==> config.mk <==
export PLATFORM = sky130hd
export DESIGN_NAME = bitmap_draw_arbiter
export DESIGN_NICKNAME = d
export VERILOG_FILES = /design/src/rtl/jsv_draw_pkg.sv /design/src/rtl/draw_fifo.sv /design/src/rtl/bitmap_draw_arbiter.sv
export SDC_FILE = /design/constraint.sdc
export NUM_CORES = 1
export LEC_CHECK = 0
export BUFFER_PORTS_ARGS = -buffer_cell sky130_fd_sc_hd__buf_2
export CAP_MARGIN = 5
export CORE_ASPECT_RATIO = 1.4
export CORE_MARGIN = 2
export CORE_UTILIZATION = 35
export CTS_CLUSTER_DIAMETER = 150
export DETAILED_ROUTE_END_ITERATION = 16
export HOLD_SLACK_MARGIN = 0.05
export PLACE_DENSITY_LB_ADDON = 0.15
export SYNTH_ARGS = -nofsm -noshare
export SYNTH_HDL_FRONTEND = slang
export SYNTH_SLANG_ARGS = --single-unit
export TNS_END_PERCENT = 50
==> constraint.sdc <==
create_clock -name clk_clk -period 7.5 [get_ports clk_clk]
set_input_delay 0.375 -clock clk_clk [delete_from_list [all_inputs] [get_ports clk_clk]]
set_output_delay 0.375 -clock clk_clk [all_outputs]
set_load 0.005 [all_outputs]
==> src/rtl/jsv_draw_pkg.sv <==
// Shared types and constants for the bitmap draw arbiter: default pixel record,
// default screen bounds and the round-robin pointer width helper.
package jsv_draw_pkg;

    localparam int PIX_COORD_W = 16;
    localparam int PIX_ITER_W  = 8;
    localparam int H_RES_DEF   = 640;
    localparam int V_RES_DEF   = 480;

    typedef struct packed {
        logic [PIX_COORD_W-1:0] x;
        logic [PIX_COORD_W-1:0] y;
        logic [PIX_ITER_W-1:0]  i;
    } pixel_t;

    // A single channel still needs a one-bit pointer register.
    function automatic int rr_ptr_w(input int n);
        return (n <= 1) ? 1 : $clog2(n);
    endfunction

endpackage

==> src/rtl/draw_fifo.sv <==
// Synchronous show-ahead pixel FIFO. The head is a register that keeps the last
// popped pixel when the FIFO drains, so the draw outputs never go undefined.
module draw_fifo
    import jsv_draw_pkg::*;
#(
    parameter int  DEPTH = 8,
    parameter type T     = pixel_t
) (
    input  logic                   i_clk,
    input  logic                   i_srst,
    input  logic                   i_push,
    input  T                       i_data,
    input  logic                   i_pop,
    output T                       o_head,
    output logic [$clog2(DEPTH):0] o_level,
    output logic                   o_full,
    output logic                   o_empty
);

    localparam int PTR_W = $clog2(DEPTH);
    localparam int LVL_W = PTR_W + 1;

    T                   r_mem [DEPTH];
    T                   r_head;
    logic [PTR_W-1:0]   r_wr_ptr;
    logic [PTR_W-1:0]   r_rd_ptr;
    logic [LVL_W-1:0]   r_level;

    logic               w_push;
    logic               w_pop;
    logic [PTR_W-1:0]   w_rd_next;
    T                   w_head_nxt;

    assign o_full    = (r_level == LVL_W'(DEPTH));
    assign o_empty   = (r_level == '0);
    assign w_pop     = i_pop && !o_empty;
    assign w_push    = i_push && (!o_full || w_pop);
    assign w_rd_next = r_rd_ptr + PTR_W'(1);
    assign o_head    = r_head;
    assign o_level   = r_level;

    // Next head: following entry on pop, fresh data when the FIFO was (or becomes) empty.
    always_comb begin
        w_head_nxt = r_head;
        if (w_pop) begin
            if (r_level > LVL_W'(1)) begin
                w_head_nxt = r_mem[w_rd_next];
            end else if (w_push) begin
                w_head_nxt = i_data;
            end else begin
                w_head_nxt = r_head;
            end
        end else if (o_empty && w_push) begin
            w_head_nxt = i_data;
        end else begin
            w_head_nxt = r_head;
        end
    end

    // Storage array; contents need no reset since pointers define validity.
    always_ff @(posedge i_clk) begin
        if (w_push) begin
            r_mem[r_wr_ptr] <= i_data;
        end
    end

    // Pointers, occupancy and head register.
    always_ff @(posedge i_clk) begin
        if (i_srst) begin
            r_wr_ptr <= '0;
            r_rd_ptr <= '0;
            r_level  <= '0;
            r_head   <= '0;
        end else begin
            r_head <= w_head_nxt;
            if (w_push) begin
                r_wr_ptr <= r_wr_ptr + PTR_W'(1);
            end
            if (w_pop) begin
                r_rd_ptr <= w_rd_next;
            end
            case ({w_push, w_pop})
                2'b10:   r_level <= r_level + LVL_W'(1);
                2'b01:   r_level <= r_level - LVL_W'(1);
                default: r_level <= r_level;
            endcase
        end
    end

endmodule

==> src/rtl/bitmap_draw_arbiter.sv <==
// Round-robin merge of NUM_CH iteration-core pixel streams into one draw port via a FIFO.
// Optional macro BOUNDS_CHECK_EN discards off-screen pixels and counts them in drop_count.
module bitmap_draw_arbiter
    import jsv_draw_pkg::*;
#(
    parameter int NUM_CH     = 4,
    parameter int COORD_W    = 16,
    parameter int ITER_W     = 8,
    parameter int FIFO_DEPTH = 8,
    parameter int H_RES      = H_RES_DEF,
    parameter int V_RES      = V_RES_DEF
) (
    input  logic                          clk_clk,
    input  logic                          reset_reset,
    input  logic [NUM_CH-1:0]             ch_valid,
    output logic [NUM_CH-1:0]             ch_ready,
    input  logic [NUM_CH*COORD_W-1:0]     ch_x,
    input  logic [NUM_CH*COORD_W-1:0]     ch_y,
    input  logic [NUM_CH*ITER_W-1:0]      ch_i,
    output logic                          draw,
    input  logic                          draw_ready,
    output logic [COORD_W-1:0]            draw_x,
    output logic [COORD_W-1:0]            draw_y,
    output logic [ITER_W-1:0]             draw_i,
    output logic [$clog2(FIFO_DEPTH):0]   level,
    output logic                          busy,
    output logic [15:0]                   drop_count
);

    localparam int RR_W = rr_ptr_w(NUM_CH);

    typedef struct packed {
        logic [COORD_W-1:0] x;
        logic [COORD_W-1:0] y;
        logic [ITER_W-1:0]  i;
    } pix_t;

    pix_t               w_ch_pix [NUM_CH];
    pix_t               w_pix;
    pix_t               w_head;
    logic [RR_W-1:0]    r_rr;
    logic [RR_W-1:0]    w_cand;
    logic [RR_W-1:0]    w_grant;
    logic               w_found;
    logic               w_oob;
    logic               w_pop;
    logic               w_accept;
    logic               w_push;
    logic               w_full;
    logic               w_empty;

    for (genvar k = 0; k < NUM_CH; k++) begin : g_unpack
        assign w_ch_pix[k] = {ch_x[k*COORD_W +: COORD_W], ch_y[k*COORD_W +: COORD_W],
                              ch_i[k*ITER_W +: ITER_W]};
    end

    // First valid channel searching upward from the round-robin pointer.
    always_comb begin
        w_found = 1'b0;
        w_grant = '0;
        w_cand  = '0;
        for (int k = 0; k < NUM_CH; k++) begin
            if (int'(r_rr) + k >= NUM_CH) begin
                w_cand = RR_W'(int'(r_rr) + k - NUM_CH);
            end else begin
                w_cand = RR_W'(int'(r_rr) + k);
            end
            if (!w_found && ch_valid[w_cand]) begin
                w_found = 1'b1;
                w_grant = w_cand;
            end else begin
                w_found = w_found;
            end
        end
    end

    assign w_pix = w_ch_pix[w_grant];

`ifdef BOUNDS_CHECK_EN
    assign w_oob = (w_pix.x >= COORD_W'(H_RES)) || (w_pix.y >= COORD_W'(V_RES));
`else
    assign w_oob = 1'b0;
`endif

    // A full FIFO can still take a pixel when its head leaves in the same cycle.
    assign w_pop    = !w_empty && draw_ready;
    assign w_accept = w_found && !reset_reset && (w_oob || !w_full || w_pop);
    assign w_push   = w_accept && !w_oob;

    // One-hot accept for the granted channel only.
    always_comb begin
        ch_ready = '0;
        if (w_accept) begin
            ch_ready[w_grant] = 1'b1;
        end else begin
            ch_ready = '0;
        end
    end

    // Round-robin pointer advances past the channel just served.
    always_ff @(posedge clk_clk) begin
        if (reset_reset) begin
            r_rr <= '0;
        end else if (w_accept) begin
            r_rr <= (w_grant == RR_W'(NUM_CH - 1)) ? '0 : w_grant + RR_W'(1);
        end else begin
            r_rr <= r_rr;
        end
    end

    draw_fifo #(
        .DEPTH (FIFO_DEPTH),
        .T     (pix_t)
    ) u_fifo (
        .i_clk   (clk_clk),
        .i_srst  (reset_reset),
        .i_push  (w_push),
        .i_data  (w_pix),
        .i_pop   (w_pop),
        .o_head  (w_head),
        .o_level (level),
        .o_full  (w_full),
        .o_empty (w_empty)
    );

    assign draw   = !w_empty;
    assign draw_x = w_head.x;
    assign draw_y = w_head.y;
    assign draw_i = w_head.i;
    assign busy   = (|ch_valid) || !w_empty;

`ifdef BOUNDS_CHECK_EN
    logic [15:0] r_drop;

    // Saturating count of discarded off-screen pixels.
    always_ff @(posedge clk_clk) begin
        if (reset_reset) begin
            r_drop <= 16'h0000;
        end else if (w_accept && w_oob && (r_drop != 16'hFFFF)) begin
            r_drop <= r_drop + 16'd1;
        end else begin
            r_drop <= r_drop;
        end
    end

    assign drop_count = r_drop;
`else
    assign drop_count = 16'h0000;
`endif

endmodule

Yosys cells after proc, flatten, opt, wreduce, memory -nomap -nowiden
Memories as Yosys holds them, arrays and structs flattened.
Index checks and enable logic that the tools add are counted.

word-level totals
  flip-flop bits (word level) = 52
  input port bits = 167
  word-level logic and storage cells = 96
  RAM bits = 320
  memories = 1
  output and inout bits = 66

cells by class
  muxes and demuxes = 34
  eq/ne operators = 5
  $lt $le $gt $ge = 12
  bitwise gates (word level) = 1
  reductions and logical operators = 24
  add/sub/neg operators = 12

memories
  memory        words  width  read ports  clocked after memory_dff  wr ports  RTL line         source
  u_fifo.r_mem  8      40     1           0                         1         draw_fifo.sv:23  T r_mem [DEPTH];

operators with widths
  kind                                                            number
  2-to-1 mux 40 bit                                               6
  binary-select mux 40 bit (select 2 bit)                         1
  2-to-1 mux 2 bit                                                9
  less-than comparator 2 x 3 -> 1 bit (second input constant)     5
  >= comparator 3 bit (second input constant)                     4
  2-to-1 mux 1 bit                                                11
  logical AND 1 bit                                               10
  binary-select mux 1 bit (select 2 bit)                          4
  one-hot mux 4 bit (2 select lines)                              1
  subtractor 2 x 1 -> 2 bit (second input constant)               4
  adder 2 x 2 -> 3 bit (second input constant)                    2
  adder 3 x 1 -> 3 bit (second input constant)                    2
  zero test 1 bit                                                 6
  adder 4 x 1 -> 4 bit (second input constant)                    1
  equality test 2 bit (second input constant)                     2
  equality test 4 bit (second input constant)                     1
  greater-than comparator 4 x 1 -> 1 bit (second input constant)  1
  zero test 4 bit                                                 1
  2-to-1 mux 4 bit                                                1
  nonzero test 2 bit                                              2
  OR reduction 4 bit                                              1
  subtractor 4 x 1 -> 4 bit (second input constant)               1
  adder 2 x 1 -> 3 bit (second input constant)                    1
  >= comparator 2 x 3 -> 1 bit (second input constant)            1
  8 further kinds                                                 10

Logic depth before layout (Yosys ltp)
Gate-level depths: netlist of run 1.

  depth after elaboration = 21
  gate-level depth with buffers = 10
  depth with buffers taken out = 10

By module
Synthesis of run 1 repeated with hierarchy kept, for this count alone.

unflattened totals
  cell total of the unflattened synthesis = 1009
  area, all modules = 16299.4 um2

modules (own cells, without submodules)
  module               cells each  seq. area each (um2)  instances  area each (um2)
  draw_fifo            828         10610.2               1          14528.9
  bitmap_draw_arbiter  181         40.0                  1          1770.4

Worst setup path before layout of run 1
OpenSTA, ideal clock, no wires.

  path type = register -> register
  start = register u_fifo.r_level[0], in the netlist u_fifo.o_level[0]
  end = memory u_fifo.r_mem[2][0] (netlist name) (enable)
  clock period less this slack = 5.888 ns
  library setup time = 0.551 ns
  data required time = 6.949 ns
  path buffers = 0
  arrival = 5.337 ns
  setup slack = 1.612 ns
  stages on the path, launching flop included = 7
  cells stage by stage = dfxtp_1 > inv_1 > ha_1 > nor4bb_2 > nor3_2 > inv_2 > nor4b_1

between the ends
  word-level cells in the longest chain between the ends = 8
  elaborated cells between the ends (all ways) = 12
  classes of those cells = eq/ne (1); mux (2); reduce/logical (9)

ends and longest elaborated chain
  item                                                          RTL line                                    source
  start, declared                                               draw_fifo.sv:27                             logic [LVL_W-1:0] r_level;
  start signal, assigned                                        draw_fifo.sv:83                             2'b10: r_level <= r_level + LVL_W'(1);
  start signal, assigned                                        draw_fifo.sv:84                             2'b01: r_level <= r_level - LVL_W'(1);
  start signal, assigned                                        draw_fifo.sv:85                             default: r_level <= r_level;
  zero test 4 bit                                               draw_fifo.sv:35                             assign o_empty = (r_level == '0);
  zero test 1 bit                                               draw_fifo.sv:36, bitmap_draw_arbiter.sv:86
  logical AND 1 bit                                             bitmap_draw_arbiter.sv:86                   assign w_pop = !w_empty && draw_ready;
  logical OR 1 bit / logical AND 1 bit (equally long branches)  bitmap_draw_arbiter.sv:87, draw_fifo.sv:36
  logical AND 1 bit / logical OR 1 bit (equally long branches)  bitmap_draw_arbiter.sv:87, draw_fifo.sv:37
  logical AND 1 bit *                                           draw_fifo.sv:37                             assign w_push = i_push && (!o_full || w_pop);
  2-to-1 mux 1 bit *                                            draw_fifo.sv:62                             if (w_push) begin
  2-to-1 mux 1 bit (not written as such) *                      draw_fifo.sv:63                             r_mem[r_wr_ptr] <= i_data;
  end, declared                                                 draw_fifo.sv:23

Mark *: on every way between the ends. The rest lies on a longest branch, timed or not.

Worst setup path in the final report of run 1
  start = register u_fifo.r_level[0], in the netlist u_fifo.o_level[0]
  end = register u_fifo.r_head (netlist bit u_fifo.o_head[32])

between the ends
  word-level cells in the longest chain between the ends = 9
  elaborated cells between the ends (all ways) = 17
  classes of those cells = order compare (1); eq/ne (2); mux (2); reduce/logical (12)

ends and longest elaborated chain
  item                                                          RTL line                                    source
  zero test 4 bit                                               draw_fifo.sv:35
  zero test 1 bit                                               draw_fifo.sv:36, bitmap_draw_arbiter.sv:86
  logical AND 1 bit                                             bitmap_draw_arbiter.sv:86
  logical OR 1 bit / logical AND 1 bit (equally long branches)  bitmap_draw_arbiter.sv:87, draw_fifo.sv:36
  logical AND 1 bit / logical OR 1 bit (equally long branches)  bitmap_draw_arbiter.sv:87, draw_fifo.sv:37
  logical AND 1 bit                                             draw_fifo.sv:37
  logical AND 1 bit                                             draw_fifo.sv:53                             end else if (o_empty && w_push) begin
  nonzero test 2 bit (no source line)                           n/a
  AND reduction 2 bit (no source line)                          n/a
  end signal, assigned                                          draw_fifo.sv:75                             r_head <= w_head_nxt;
  end, declared                                                 draw_fifo.sv:24                             T r_head;

Several ways; a longest one is shown, not always the timed one.
A chain may end at the register's enable or synchronous reset.

==> results of run 1 <==
layout make-up:
| class | count | area (um^2) |
|---|---|---|
| Clock buffer | 50 | 985 |
| Tap cell | 617 | 772 |
| Multi-Input combinational cell | 587 | 5220 |
| Sequential cell | 372 | 10700 |
| Timing Repair Buffer | 239 | 1250 |
| Clock inverter | 15 | 68.8 |
| Fill cell | 4268 | 27000 |
| Inverter | 9 | 33.8 |
metrics by stage:
step	hold WS [ns]	cell area, um^2	worst slack (ns)	util
final	0.159	19000	4.07	0.413
after global routing	0.169	19000	3.84	0.413
after CTS	0.136	19000	4.01	0.413
after detailed placement	0.479	17900	4.04	0.390
after global placement	0.495	17900	4.12	0.390
after floorplan	0.465	16300	1.61	-
routing by layer:
metal | wire length, um | track usage | vias up
met5 | 0 | 0 | -
met4 | 805 | 0.0468 | 0
met3 | 1640 | 0.0215 | 53
met2 | 20600 | 0.291 | 231
met1 | 18600 | 0.230 | 4845
li1 | - | - | 4509
logic make-up after synthesis:
family          Yosys count
flops                   372
mux                     282
compound gates          176
simple gates             94
buf+inv                  94
fa+ha+maj                10
xor+xnor                  9
other cells               1
power by group through the flow:
| stage | Combinational, mW | Sequential, mW | Clock [mW] |
|---|---|---|---|
| final | 2.15 | 2.80 | 1.67 |
| after global routing | 2.34 | 2.82 | 1.79 |
| after CTS | 2.19 | 2.80 | 1.71 |
| after detailed placement | 2.18 | 2.85 | 0 |
| after global placement | 2.16 | 2.85 | 0 |
| after floorplan | 1.54 | 2.80 | 0 |
state kept, by name (all words and copies together), names as in the netlist:
signal,flops
u_fifo.r_mem,320
u_fifo.o_head,40
u_fifo.o_level,4
u_fifo.r_rd_ptr,3
u_fifo.r_wr_ptr,3
r_rr,2
path summary, 6_finish.rpt:
path                            slack, ns                        endpoint  depth (start not counted)                           start
worst max-delay path                 4.07  u_fifo.o_head[32]$_SDFFE_PP0P_                          9  u_fifo.o_level[0]$_SDFFE_PP0P_
worst min-delay path                 0.16  u_fifo.o_head[14]$_SDFFE_PP0P_                          3                         ch_y[6]
worst max register to register       4.07  u_fifo.o_head[32]$_SDFFE_PP0P_                          9  u_fifo.o_level[0]$_SDFFE_PP0P_
worst min register to register       0.50  u_fifo.o_head[14]$_SDFFE_PP0P_                          2  u_fifo.o_head[14]$_SDFFE_PP0P_
cell usage after synthesis, types with 2 or more instances:
cell type,n,share of area
a21oi_1,47,0.014
a22oi_1,40,0.018
a32oi_1,40,0.022
and2_1,6,0.0023
buf_1,2,0.00046
buf_2,30,0.0092
buf_4,25,0.012
buf_6,8,0.0055
clkbuf_1,20,0.0046
dfxtp_1,52,0.064
edfxtp_1,320,0.59
ha_1,10,0.0077
inv_1,5,0.0012
inv_2,4,0.00092
mux2i_1,282,0.17
nand2_1,49,0.011
nand2b_1,2,0.00077
nand3_1,2,0.00062
nor2_1,15,0.0035
nor2b_1,2,0.00077
nor3_1,3,0.00092
nor3b_1,3,0.0014
nor4_1,2,0.00077
nor4b_1,2,0.0011
o221ai_2,40,0.037
xnor2_1,4,0.0022
xor2_1,5,0.0027
cells in the final DEF (no fill, tap or decap), drive strengths merged, types with 40 or more instances in the layout:
| cell | instances |
|---|---|
| a21oi | 47 |
| dfxtp | 52 |
| clkbuf | 50 |
| o221ai | 40 |
| mux2i | 282 |
| buf | 239 |
| nand2 | 50 |
| edfxtp | 320 |
| a32oi | 40 |
| a22oi | 40 |
worst min-delay path, cell delays in order:
cell,delay (ns)
buf_2,0.07
mux2i_1,0.08
o221ai_2,0.12
==> metrics.md, run 1 <==
| Metric | Value |
|---|---|
| Clk_skew | 0.0166 ns |
| Xor/xnor share of the synthesized area | 0.00485 |
| Fin. Hold Viols | 0 |
| Max Fanout on Critical Path | 23 |
| Synth cell types | 45 |
| Post-synthesis cell count | slightly above 1,000 |
| Max frequency | 291 MHz |
| Post-route total power | 6.62 mW |
| Initial antenna violation count | 0 |
| CTS buffer count | 37 |
| Clock tree sinks | approximately 370 |
| Dpl hpwl | between 20 and 25 mm |
| Std-Cell Rows | between 90 and 100 |
| Port buffer count | approximately 220 |
| Slew Limit Fails | 0 |
| Most common flop cell mapped by yosys | edfxtp_1 |
| Delay-heaviest family, CP | simple AND/OR/NAND/NOR gates |
| RSZ-0062 raised after global routing | false |
| Pint | ~4.4 mW |
| P_leak | 6.74 nW |
| Placer congestion estimate | slightly above 0.7 |
| Post-Synth Simple-Gate Area | 0.0289 |
| Final nets | 1,423 |
| Vias per inst | 5.10 |
| Post-synth ARST share | 0 |
| Slowest cell on crit path | nor3_2 |
| Final WL | 41.6 mm |
| Via count | 9,638 |
| Post-synthesis mux area share | 0.174 |
| Switching part of the total | 0.328 |
| Peak VDD IR | ~0.18 mV |
| Status | complete, no violations |
| Die Y | 259 um |
| GRT Util Overall | 0.171 |
| # resized after CTS | 0 |
| Area delta synth->final | 16.8% |
| Setup_tns | 0 ns |
| Max Cap Violations | 0 |
| Drt initial violations | between 500 and 600 |
| Diode count | 0 |
| Worst EP required | approximately 7.9 ns |
| Post-synthesis adder-cell area fraction | 0.00769 |
| Pin count of the biggest net entering global routing | 57 |
| Synthesized area | between 0.015 and 0.02 mm^2 |
| Flop pwr share | 0.423 |
| Number of antenna-violating nets in the routed design | 0 |
| Largest family of logic cells by synthesized area | multiplexers |
| CTS root buf | clkbuf_16 |
| Pwr dens | 348 mW/mm^2 |
| Gate power share | 0.325 |
| Clk_lat worst skew | about 0.53 ns |
| H-tree depth | 2 |
| Per-cell routed wire length | approximately 22 um |
| Hold Crit Class | input port to flop |
| Slew HR | 0.312 |
| Vias in the first global route | around 9,700 |
| Drc violations | 0 |
| Synthesized flop and latch total | around 370 |
| Net Switching | approximately 2.2 mW |
| Post-CTS setup buffer count | 0 |
| I/O pin count | 233 |
| Share of layout cells above drive strength 1 | 0.278 |
| DRT Pass-1 Iters | 5 |
| Complex-gate fraction of the synthesized area | 0.0963 |
| Shortest period the worst path allows | about 3.4 ns |
| Setup violations, final | 0 |
| CTS Hold Buffers Added | 0 |
| Inst Count DP | 1,824 |
| Final Cycle Share | 0.458 |
| Critical path buffer and inverter count | 3 |
| Non-Filler Instances | roughly 1,900 |
| Number of flops mapped to enable cells by yosys | 320 |
| Die width | 186 um |
| Clock slew at the register clock pins of the worst setup and hold paths | 0.06 ns |
| Global-route wire length before repair | 61.1 mm |
| GR Overflow Total | 0 |
| CTS tree | done |
| Seq/Total Area, Yosys | 0.655 |
| Initial Util | 0.354 |
| Setup CP Type | flop to flop |
| Critical Path Source Type | flop |
| Critical path cell sequence | inv_1 -> ha_1 -> nor4bb_2 -> nor3_2 -> inv_2 -> nor4b_4 -> nand2_2 -> buf_4 -> o221ai_2 |
| Clock group share of total power | 0.252 |
| Slew at the pin closest to its max-slew limit | 1.03 ns |
| CP Capture Type | flop |
| CP Data Arrival Time | 3.86 ns |
| Die ar. | 0.0482 mm^2 |
| Syn Area/Cell | 15.7 um^2 |
| CTS Buffer Depth | 3 |
| CP peak stage delay | 0.51 ns |
| Synth warn | 0 |
| Core area | approximately 0.046 mm^2 |
No activity file was read; power rests on OpenSTA's default activity.
==> run 2, diff against run 1 <==
clock period = 3.5 ns   (was 7.5 ns; I/O delays follow)
==> run 2 against run 1 <==
Net effect:
- final cell count rose by 6.5%
- cell area grew 8.0%
- critical endpoint is now u_fifo.o_head[17]$_SDFFE_PP0P_
- critical path type unchanged
- setup slack got worse by 3.7 ns
==> metrics.md, run 2 (same netlist as run 1, synthesis figures left out) <==
| Metric | Value |
|---|---|
| GRT Util Overall | 0.169 (-0.00164) |
| Final Cycle Share | 0.909 (+0.451) |
| Hold Crit Class | input port to flop |
| Initial Util | 0.354 (unchanged) |
| Drc violations | 0 (unchanged) |
| Setup CP Type | flop to flop |
| Fillers | 4,145 (-2.9%) |
| Max Cap Violations | 0 (unchanged) |
| CP Data Arrival Time | 3.65 ns (-0.21 ns) |
| Largest register by flop count | u_fifo.r_mem |
| Final WL | 41.1 mm (-1.4%) |
| Die ar. | 0.0482 mm^2 (unchanged) |
| CTS buffer count | 37 (unchanged) |
| Hold slack | 0.0533 ns (-0.106 ns) |
| CTS tree | done |
| Post-CTS setup buffer count | 0 (unchanged) |
| Max Fanout on Critical Path | 29 (+26%) |
| Diode count | 0 (unchanged) |
| Area delta synth->final | 26.1% |
| Critical Path Source Type | flop |
| Clk_skew | 0.0136 ns (-0.00301 ns) |
| Pwr dens | 740 mW/mm^2 (+110%) |
| CP Capture Type | flop |
| Die width | 186 um (unchanged) |
| Drt initial violations | 474 (-15%) |
| Shortest period the worst path allows | 3.18 ns (-0.251 ns) |
| Placer congestion estimate | 0.768 (+5.5%) |
| Std-Cell Rows | 93 (unchanged) |
| Die Y | 259 um (unchanged) |
| Clock tree sinks | 372 (unchanged) |
| Slew Limit Fails | 0 (unchanged) |
| Per-cell routed wire length | 20.4 um (-7.4%) |
| GR Overflow Total | 0 (unchanged) |
| Share of layout cells above drive strength 1 | 0.266 (-0.0114) |
| Commonest non-fill, non-tap cells in the layout | 320 x edfxtp_1, 282 x mux2i_1, 216 x buf_2 |
| Clock slew at the register clock pins of the worst setup and hold paths | 0.06 ns (about the same) |
| Fin. Hold Viols | 0 (unchanged) |
| H-tree depth | 2 (unchanged) |
| Vias in the first global route | 10,300 (+6.3%) |
| Setup violations, final | 0 (unchanged) |
| Dpl hpwl | 24.4 mm (+3.0%) |
| Max FFs per register | 320 (unchanged) |
| Final nets | 1,543 (+8.4%) |
| Number of antenna-violating nets in the routed design | 0 (unchanged) |
| Max frequency | 314 MHz (+7.9%) |
| I/O pin count | 233 (unchanged) |
| P_leak | 7.43 nW (+10%) |
| Worst EP required | 3.97 ns (-3.95 ns) |
| Global-route wire length before repair | 61.4 mm (+0.37%) |
| CTS Buffer Depth | 3 (unchanged) |
| Final worst setup slack | 0.318 ns (-3.75 ns) |
| Clk_lat worst skew | 0.53 ns (about the same) |
| Status | complete, no violations |
| Via count | 10,000 (+4.2%) |
| Pin count of the biggest net entering global routing | 55 (-3.5%) |
| Commonest non-fill, non-tap cell in the layout | edfxtp_1 |
| Core area | 0.0460 mm^2 (unchanged) |
| Port buffer count | 216 (unchanged) |
| RSZ-0062 raised after global routing | false |
| Peak VDD IR | 0.391 mV (+120%) |
| Vias per inst | 5.00 (-2.1%) |
| Pre-CTS WS | 0.787 ns (-3.25 ns) |
| Initial antenna violation count | 0 (unchanged) |
| Post-route total power | 15.2 mW (+130%) |
| Slew at the pin closest to its max-slew limit | 0.927 ns (-0.105 ns) |
| Slew HR | 0.382 (+0.0701) |
| DRT Pass-1 Iters | 5 (unchanged) |
| CTS root buf | clkbuf_16 |
-- run 2: critical path, stage by stage, from the launching register on --
cell	delay (ns)
dfxtp_1	0.44
inv_1	0.07
ha_1	0.24
nor4bb_2	0.20
nor3_2	0.19
inv_2	0.18
nor4b_4	0.34
nand2_2	0.34
buf_12	0.33
o221ai_2	0.19
dlygate4sd3_1	0.57
-- run 2: per-stage QoR --
step / std cells / setup TNS (ns) / cell area, um^2 / util
after CTS: 2010 / 0 / 20500 / 0.446
after global routing: 2011 / 0 / 20500 / 0.446
after global placement: 1835 / 0 / 18200 / 0.396
after floorplan: 1053 / -58.13 / 16400 / -
after detailed placement: 1835 / 0 / 18200 / 0.396
final: 2011 / 0 / 20500 / 0.446
-- run 2: layout make-up --
class / count / area [um^2] / share of cell area
multi-input cells: 587 / 5280 / 0.257
repair buffers: 359 / 2540 / 0.124
flip-flops and latches: 372 / 10700 / 0.519
inverters: 9 / 33.8 / 0.00165
well taps: 617 / 772 / 0.0377
clock buffers: 54 / 1080 / 0.0528
clock inverters: 13 / 149 / 0.00726
-- run 2: power breakdown --
group	internal, mW	switching [mW]	total, mW
registers	5.69	0.276	5.97
logic	2.32	2.84	5.16
clock network	2.38	1.66	4.03
-- run 2: repair_timing --
action,in CTS,in global routing
hold buffers,108,1
endpoints found under the hold margin,46,1
resized for setup,0,0
-- run 2: path summary, 6_finish.rpt --
check | start | to | slack (ns) | depth (start not counted)
setup / recovery | u_fifo.o_level[0]$_SDFFE_PP0P_ | u_fifo.o_head[17]$_SDFFE_PP0P_ | 0.32 | 10
hold / removal | ch_y[1] | u_fifo.o_head[9]$_SDFFE_PP0P_ | 0.05 | 3
setup reg to reg | u_fifo.o_level[0]$_SDFFE_PP0P_ | u_fifo.o_head[17]$_SDFFE_PP0P_ | 0.32 | 10
hold reg to reg | u_fifo.o_head[28]$_SDFFE_PP0P_ | u_fifo.o_head[28]$_SDFFE_PP0P_ | 0.50 | 2
-- run 2: layer usage --
layer	global-route usage	share of wire	up-vias
met5	0	0	-
met4	0.0418	0.017	0
met3	0.0189	0.033	44
met2	0.322	0.55	198
met1	0.201	0.40	5050
li1	-	-	4753
